File: config.mk
export PLATFORM = sky130hd
export DESIGN_NAME = tdm_demux_8_flat
export DESIGN_NICKNAME = d
export VERILOG_FILES = /design/src/rtl/tdm_demux_8_if.sv /design/src/rtl/tdm_demux_8.sv /design/src/flat_wrapper.sv
export SDC_FILE = /design/constraint.sdc
export NUM_CORES = 1
export LEC_CHECK = 0
export ABC_CLOCK_PERIOD_IN_PS = 5300
export CORE_UTILIZATION = 52
export DETAILED_ROUTE_END_ITERATION = 6
export PLACE_DENSITY = 0.86
export SLEW_MARGIN = 20
export SYNTH_ARGS = -nofsm -noshare
export SYNTH_HDL_FRONTEND = slang
export SYNTH_SLANG_ARGS = --single-unit
File: constraint.sdc
create_clock -name clk -period 5.3 [get_ports clk]
set_clock_uncertainty 0.15 [all_clocks]
set_input_delay 0.795 -clock clk [delete_from_list [all_inputs] [get_ports clk]]
set_output_delay 0.795 -clock clk [all_outputs]
set_load 0.02 [all_outputs]
File: src/rtl/tdm_demux_8_if.sv
// tdm_demux_8_if: serial TDM input and parallel frame output bundle.
// Ports: in_bit/in_valid/in_sync serial bit with its slot-0 marker, err_clr clears sync_err,
// data_out/data_valid frame word and strobe, slot_idx next slot, locked, sync_err, frame_cnt.
interface tdm_demux_8_if;
    logic       in_bit;
    logic       in_valid;
    logic       in_sync;
    logic       err_clr;
    logic [7:0] data_out;
    logic       data_valid;
    logic [2:0] slot_idx;
    logic       locked;
    logic       sync_err;
    logic [7:0] frame_cnt;
    modport master (
        output in_bit, in_valid, in_sync, err_clr,
        input  data_out, data_valid, slot_idx, locked, sync_err, frame_cnt
    );
    modport slave (
        input  in_bit, in_valid, in_sync, err_clr,
        output data_out, data_valid, slot_idx, locked, sync_err, frame_cnt
    );
endinterface

File: src/rtl/tdm_demux_8.sv
// tdm_demux_8: 8-slot TDM serial-to-parallel demux with frame lock and sync error tracking.
// Ports: clk rising-edge clock, rst async active-high reset, bus slave side of tdm_demux_8_if.
module tdm_demux_8 (
    input logic           clk,
    input logic           rst,
    tdm_demux_8_if.slave  bus
);
    typedef enum logic {HUNT, COLLECT} state_t;
    state_t     state_q, state_d;
    logic [2:0] slot_q, slot_d;
    logic [7:0] shadow_q, shadow_d;
    logic [7:0] data_q, data_d;
    logic       valid_q, valid_d;
    logic       err_q, err_d;
    logic [7:0] cnt_q, cnt_d;
    always_ff @(posedge clk or posedge rst) begin
        if (rst) begin
            state_q  <= HUNT;
            slot_q   <= 3'd0;
            shadow_q <= 8'h00;
            data_q   <= 8'h00;
            valid_q  <= 1'b0;
            err_q    <= 1'b0;
            cnt_q    <= 8'h00;
        end else begin
            state_q  <= state_d;
            slot_q   <= slot_d;
            shadow_q <= shadow_d;
            data_q   <= data_d;
            valid_q  <= valid_d;
            err_q    <= err_d;
            cnt_q    <= cnt_d;
        end
    end
    always_comb begin
        state_d  = state_q;
        slot_d   = slot_q;
        shadow_d = shadow_q;
        data_d   = data_q;
        valid_d  = 1'b0;
        // a new error below overrides this clear
        err_d    = bus.err_clr ? 1'b0 : err_q;
        cnt_d    = cnt_q;
        if (bus.in_valid) begin
            if (bus.in_sync) begin
                // sync always restarts the frame; mid-frame it is a resync error
                shadow_d[0] = bus.in_bit;
                slot_d      = 3'd1;
                state_d     = COLLECT;
                if (state_q == COLLECT && slot_q != 3'd0)
                    err_d = 1'b1;
            end else if (state_q == COLLECT) begin
                if (slot_q == 3'd0) begin
                    err_d   = 1'b1;
                    state_d = HUNT;
                end else begin
                    shadow_d[slot_q] = bus.in_bit;
                    slot_d           = slot_q + 3'd1;
                    if (slot_q == 3'd7) begin
                        data_d  = shadow_d;
                        valid_d = 1'b1;
                        cnt_d   = cnt_q + 8'd1;
                    end
                end
            end
        end
    end
    assign bus.data_out   = data_q;
    assign bus.data_valid = valid_q;
    assign bus.slot_idx   = slot_q;
    assign bus.locked     = (state_q == COLLECT);
    assign bus.sync_err   = err_q;
    assign bus.frame_cnt  = cnt_q;
endmodule

File: src/flat_wrapper.sv
// flat-port wrapper written by rule: the top's interface ports become plain ports
module tdm_demux_8_flat 
  (clk, rst, bus_in_bit, bus_in_valid, bus_in_sync, bus_err_clr, bus_data_out, bus_data_valid, bus_slot_idx, bus_locked, bus_sync_err, bus_frame_cnt);
  tdm_demux_8_if bus_i ();
  input logic clk;
  input logic rst;
  input wire logic [$bits(bus_i.in_bit)-1:0] bus_in_bit;
  input wire logic [$bits(bus_i.in_valid)-1:0] bus_in_valid;
  input wire logic [$bits(bus_i.in_sync)-1:0] bus_in_sync;
  input wire logic [$bits(bus_i.err_clr)-1:0] bus_err_clr;
  output wire logic [$bits(bus_i.data_out)-1:0] bus_data_out;
  output wire logic [$bits(bus_i.data_valid)-1:0] bus_data_valid;
  output wire logic [$bits(bus_i.slot_idx)-1:0] bus_slot_idx;
  output wire logic [$bits(bus_i.locked)-1:0] bus_locked;
  output wire logic [$bits(bus_i.sync_err)-1:0] bus_sync_err;
  output wire logic [$bits(bus_i.frame_cnt)-1:0] bus_frame_cnt;
  assign bus_i.in_bit = bus_in_bit;
  assign bus_i.in_valid = bus_in_valid;
  assign bus_i.in_sync = bus_in_sync;
  assign bus_i.err_clr = bus_err_clr;
  assign bus_data_out = bus_i.data_out;
  assign bus_data_valid = bus_i.data_valid;
  assign bus_slot_idx = bus_i.slot_idx;
  assign bus_locked = bus_i.locked;
  assign bus_sync_err = bus_i.sync_err;
  assign bus_frame_cnt = bus_i.frame_cnt;
  tdm_demux_8 u_core (.clk(clk), .rst(rst), .bus(bus_i));
endmodule
; ---- Yosys cells after proc, flatten, opt, wreduce, memory -nomap -nowiden
; Index checks and enable logic that the tools add are counted.
[word_totals]
input_bits = 6
regBits = 30
out_inout_bits = 22
elab_cells = 47
[classes]
n_reduce_logical = 8
n_bitwise = 2
mux = 23
add_sub_neg = 2
n_eq_ne = 2
n_lt_le_gt_ge = 2
[ops]
columns = op, n
row1 = $mux W1, 18
row2 = $mux W3, 3
row3 = $add A8 B1 Y8 const B, 1
row4 = $bwmux W8, 1
row5 = $reduce_and A5 Y1, 1
row6 = $lt A3 B4 Y1 const B, 1
row7 = $reduce_and A4 Y1, 1
row8 = $add A3 B1 Y3 const B, 1
row9 = $demux W1 S3, 1
row10 = $eq A3 B3 Y1 const B, 1
row11 = $ge A3 B1 Y1 const B, 1
row12 = $logic_not A3 Y1, 1
row13 = $reduce_and A3 Y1, 1
row14 = $reduce_bool A3 Y1, 1
row15 = $logic_and A1 B1 Y1, 2
row16 = $ne A2 B2 Y1 const B, 1
row17 = $not A1 Y1, 2
row18 = $reduce_bool A2 Y1, 1

; ---- Depth between registers and ports, before layout
[depth]
word_depth = 8
ltp_mapped = 9
ltp_nobuf = 6

; ---- Least setup slack after synthesis
; No wires, ideal clock.
[synth_path]
path_type = register to register
start = reg u_core.slot_q[0], in the netlist u_core.bus.slot_idx[0]
end = reg u_core.cnt_q[1], in the netlist u_core.bus.frame_cnt[1]
path_stages_with_launch = 8
synth_period_minus_slack_ns = 2.387
path_slack_ns = 2.913
setup_time_ns = 0.125
arrival_time_ns = 2.112
cell_sequence = dfrtp_1 -> clkbuf_1 -> inv_1 -> ha_1 -> nor2b_4 -> buf_6 -> nor4b_4 -> mux2_4
[synth_via]
elab_chain_len = 3
word_cells_on_any_way = 4
classes_between = eq/ne (1) / bitwise (1) / reduce/logical (2)
[synth_lines]
columns = item, line
row1 = from (decl), tdm_demux_8.sv:10  ; logic [2:0] slot_q, slot_d;
row2 = from (signal assigned), tdm_demux_8.sv:27  ; slot_q <= slot_d;
row3 = $logic_not A3 Y1, tdm_demux_8.sv:53  ; if (slot_q == 3'd0) begin
row4 = $not A1 Y1 (no source line), -
row5 = $reduce_and A5 Y1 (no source line) (*), -
row6 = to (signal assigned), tdm_demux_8.sv:32  ; cnt_q <= cnt_d;
row7 = to (decl), tdm_demux_8.sv:15  ; logic [7:0] cnt_q, cnt_d;
; Every way passes the cells marked *; elsewhere a longest branch is shown, timed or not.
; A chain may end at the register's enable or synchronous reset.

; ---- Worst setup path after layout
[layout_path]
start = in bus_in_valid
end = reg u_core.shadow_q[1]
[layout_via]
elab_chain_len = 1
[layout_lines]
columns = item, line
row1 = from (decl), flat_wrapper.sv:8  ; input wire logic [$bits(bus_i.in_valid)-1:0] bus_in_valid;
row2 = $reduce_and A4 Y1 (no source line), -
row3 = to (signal assigned), tdm_demux_8.sv:28  ; shadow_q <= shadow_d;
row4 = to (decl), tdm_demux_8.sv:11  ; logic [7:0] shadow_q, shadow_d;
; No other way between the ends.

==> impl_metrics.tcl <==
set metrics [dict create \
    seqCellArea_um2 750.7 \
    cts_tree "done" \
    yosys_most_used_dff "dfrtp_1" \
    synth_fp_nets 141 \
    dpl.hpwl_mm 2.030 \
    synth-edff-count 0 \
    synthTopCellsByArea "dfrtp_1 (53%), mux2i_1 (6.3%), a21oi_1 (5.6%)" \
    synth_top_area_cell "dfrtp_1" \
    dieArea_mm2 0.002954 \
    hp-class "flop to flop" \
    critPathMaxFanout 18 \
    finalCritPeriodShare_pct 52.69 \
    hold_violations 0 \
    clk_path_buf_depth 2 \
    route.detailed.drc 0 \
    slew-limit-headroom_pct 32.60 \
    setup_slack_ns 2.507 \
    synthArstFlopShare_pct 100.0 \
    clk_pin_slew_worst_paths_ns 0.09 \
    endpoint_kind "flop" \
    grt_max_degree 31 \
    setup_viol 0 \
    multi_input_area_um2 601.8 \
    ys_types 31 \
    timing.hold.ws_ns 0.3501 \
    rows 18 \
    core_mm2 0.002522 \
    io_pins 28 \
    synth_top_cell_area_share_pct 52.68 \
    portBuffers 27 \
    crit_type "input port to flop" \
    cts_setup_buffers 0 \
    rsz0062_at_grt "false" \
    via_count 1064 \
    drtIter0Drc 22 \
    cap_violations 0 \
    p_leak_nw 0.7704 \
    antenna_cells 0 \
    gp_congestion 0.7490 \
    finalPower_w 0.0009319 \
    dr.pass1.iters 4 \
    slew_viol_final 0 \
    antenna_found_initial 0 \
    period_minus_slack_ns 2.793 \
    status "complete, no violations" \
    irDropWorstVdd_v 0.0003791 \
    grt_first_pass_wirelength_mm 4.547 \
    routed_wl_mm 2.833 \
    routed_via_density 5.660 \
    die_h_um 54.35 \
    yosysWarnings 0 \
    grt_use_total_pct 22.39 \
    final_layout_size_suffix_gt1_share_pct 10.76 \
    fin_tns_setup_ns 0 \
    clock_tree.root_cell "clkbuf_4" \
    die_w_um 54.35 \
    ant_nets 0 \
    area_growth_pct 23.79 \
    arrival_ns 2.86 \
    cp.required_ns 5.37 \
    power_density_mw_per_mm2 528.3 \
    final_util_pct 69.94 \
    fin_nets 168 \
    syn_area_mm2 0.001425 \
    grt.overflow.total 0 \
    grt_pass1_vias 1038 \
    synth_commonest_cells "dfrtp_1 (30), a21oi_1 (16), nor2_1 (15)" \
    postCtsHoldBufs 0 \
    synth-seq-area-share_pct 52.68 \
    post_cts_resized 0 \
    start_util_pct 56.50 \
    timing.fmax_mhz 358.1 \
    syn_area_per_cell_um2 10.88 \
    ys_seq_elements 30 \
    clock_sinks 30 \
    nFillCells 206 \
    tightest_slew_ns 1.007 \
    synth.most_common_cell "dfrtp_1" \
    h-tree-depth 2 \
    wl_per_cell_um 15.07 \
    critPathLaunchType "input port" \
    synthesis.instances 131 \
    cts_buffers 5 \
    clkLatencyLatePin_ns 0.33 \
    pre_cts_slack_ns 2.214 \
]
final timing paths:
check                                        startpoint                 endpoint  slack (ns)  cells past startpoint
worst max-delay path                       bus_in_valid       u_core.shadow_q[1]        2.51                      5
worst min-delay path            u_core.bus.frame_cnt[6]  u_core.bus.frame_cnt[6]        0.35                      1
worst max register to register   u_core.bus.slot_idx[0]       u_core.shadow_q[1]        2.68                      6
worst min register to register  u_core.bus.frame_cnt[6]  u_core.bus.frame_cnt[6]        0.35                      1
max in group asynchronous                           rst   u_core.bus.data_out[2]        3.91                      2
min in group asynchronous                           rst  u_core.bus.frame_cnt[4]        0.70                      2
flip-flops by register name (all words and copies together), names as in the netlist:
register               cells
u_core.bus.locked          1
u_core.shadow_q            8
u_core.bus.sync_err        1
u_core.bus.data_out        8
u_core.bus.slot_idx        3
u_core.bus.data_valid      1
u_core.bus.frame_cnt       8
report_power, final:
group          internal (W)  total [W]  switching (W)
Sequential         0.000301   0.000370      0.0000692
Clock              0.000110   0.000185      0.0000751
Combinational      0.000178   0.000377       0.000199
Total              0.000589   0.000932       0.000343
metal layers:
| metal | up-vias | global-route usage (%) | share of wire (%) |
|---|---|---|---|
| met5 | - | 0 | 0 |
| li1 | 496 | - | - |
| met1 | 526 | 24.87 | 42 |
| met3 | 10 | 6.944 | 5.5 |
| met2 | 32 | 38.41 | 50 |
| met4 | 0 | 11.11 | 2.9 |
cells in the final DEF, fill, tap and decap left out, drive strengths merged, types with 2 or more instances in the layout:
cell / n
dfrtp: 30
clkdlybuf4s50: 27
a21oi: 17
nor2: 16
mux2i: 9
nand3: 8
xnor2: 7
inv: 6
clkbuf: 6
nor3: 5
nand2: 4
ha: 4
mux2: 3
and2: 2
nand4: 2
o22ai: 2
stage by stage:
step,instance area [um^2],std cells
floorplan,1425,131
global placement,1683,181
detailed placement,1683,181
CTS,1764,188
global route,1764,188
finish,1764,188
critical path, stage by stage:
cell             delay (ns)
clkdlybuf4s50_1        0.54
nand2_1                0.20
nor3_2                 0.84
nand3_1                0.17
mux2_2                 0.32
cell families after synthesis:
logic type	Yosys count	share of synthesized area, %
simple gates	42	16.24
flops	30	52.68
compound gates	22	8.604
buf+inv	13	5.092
mux	12	8.955
xor+xnor	8	4.917
fa+ha+maj	4	3.512
final cells by class:
type	instances	share of cell area [%]
clock inverter	1	1.702
timing repair buffer	27	15.32
inverter	6	1.277
multi-input combinational	88	34.11
sequential	30	42.55
clock buffer	6	2.908
tap	30	2.128
Power figures use the tool's default switching activity.
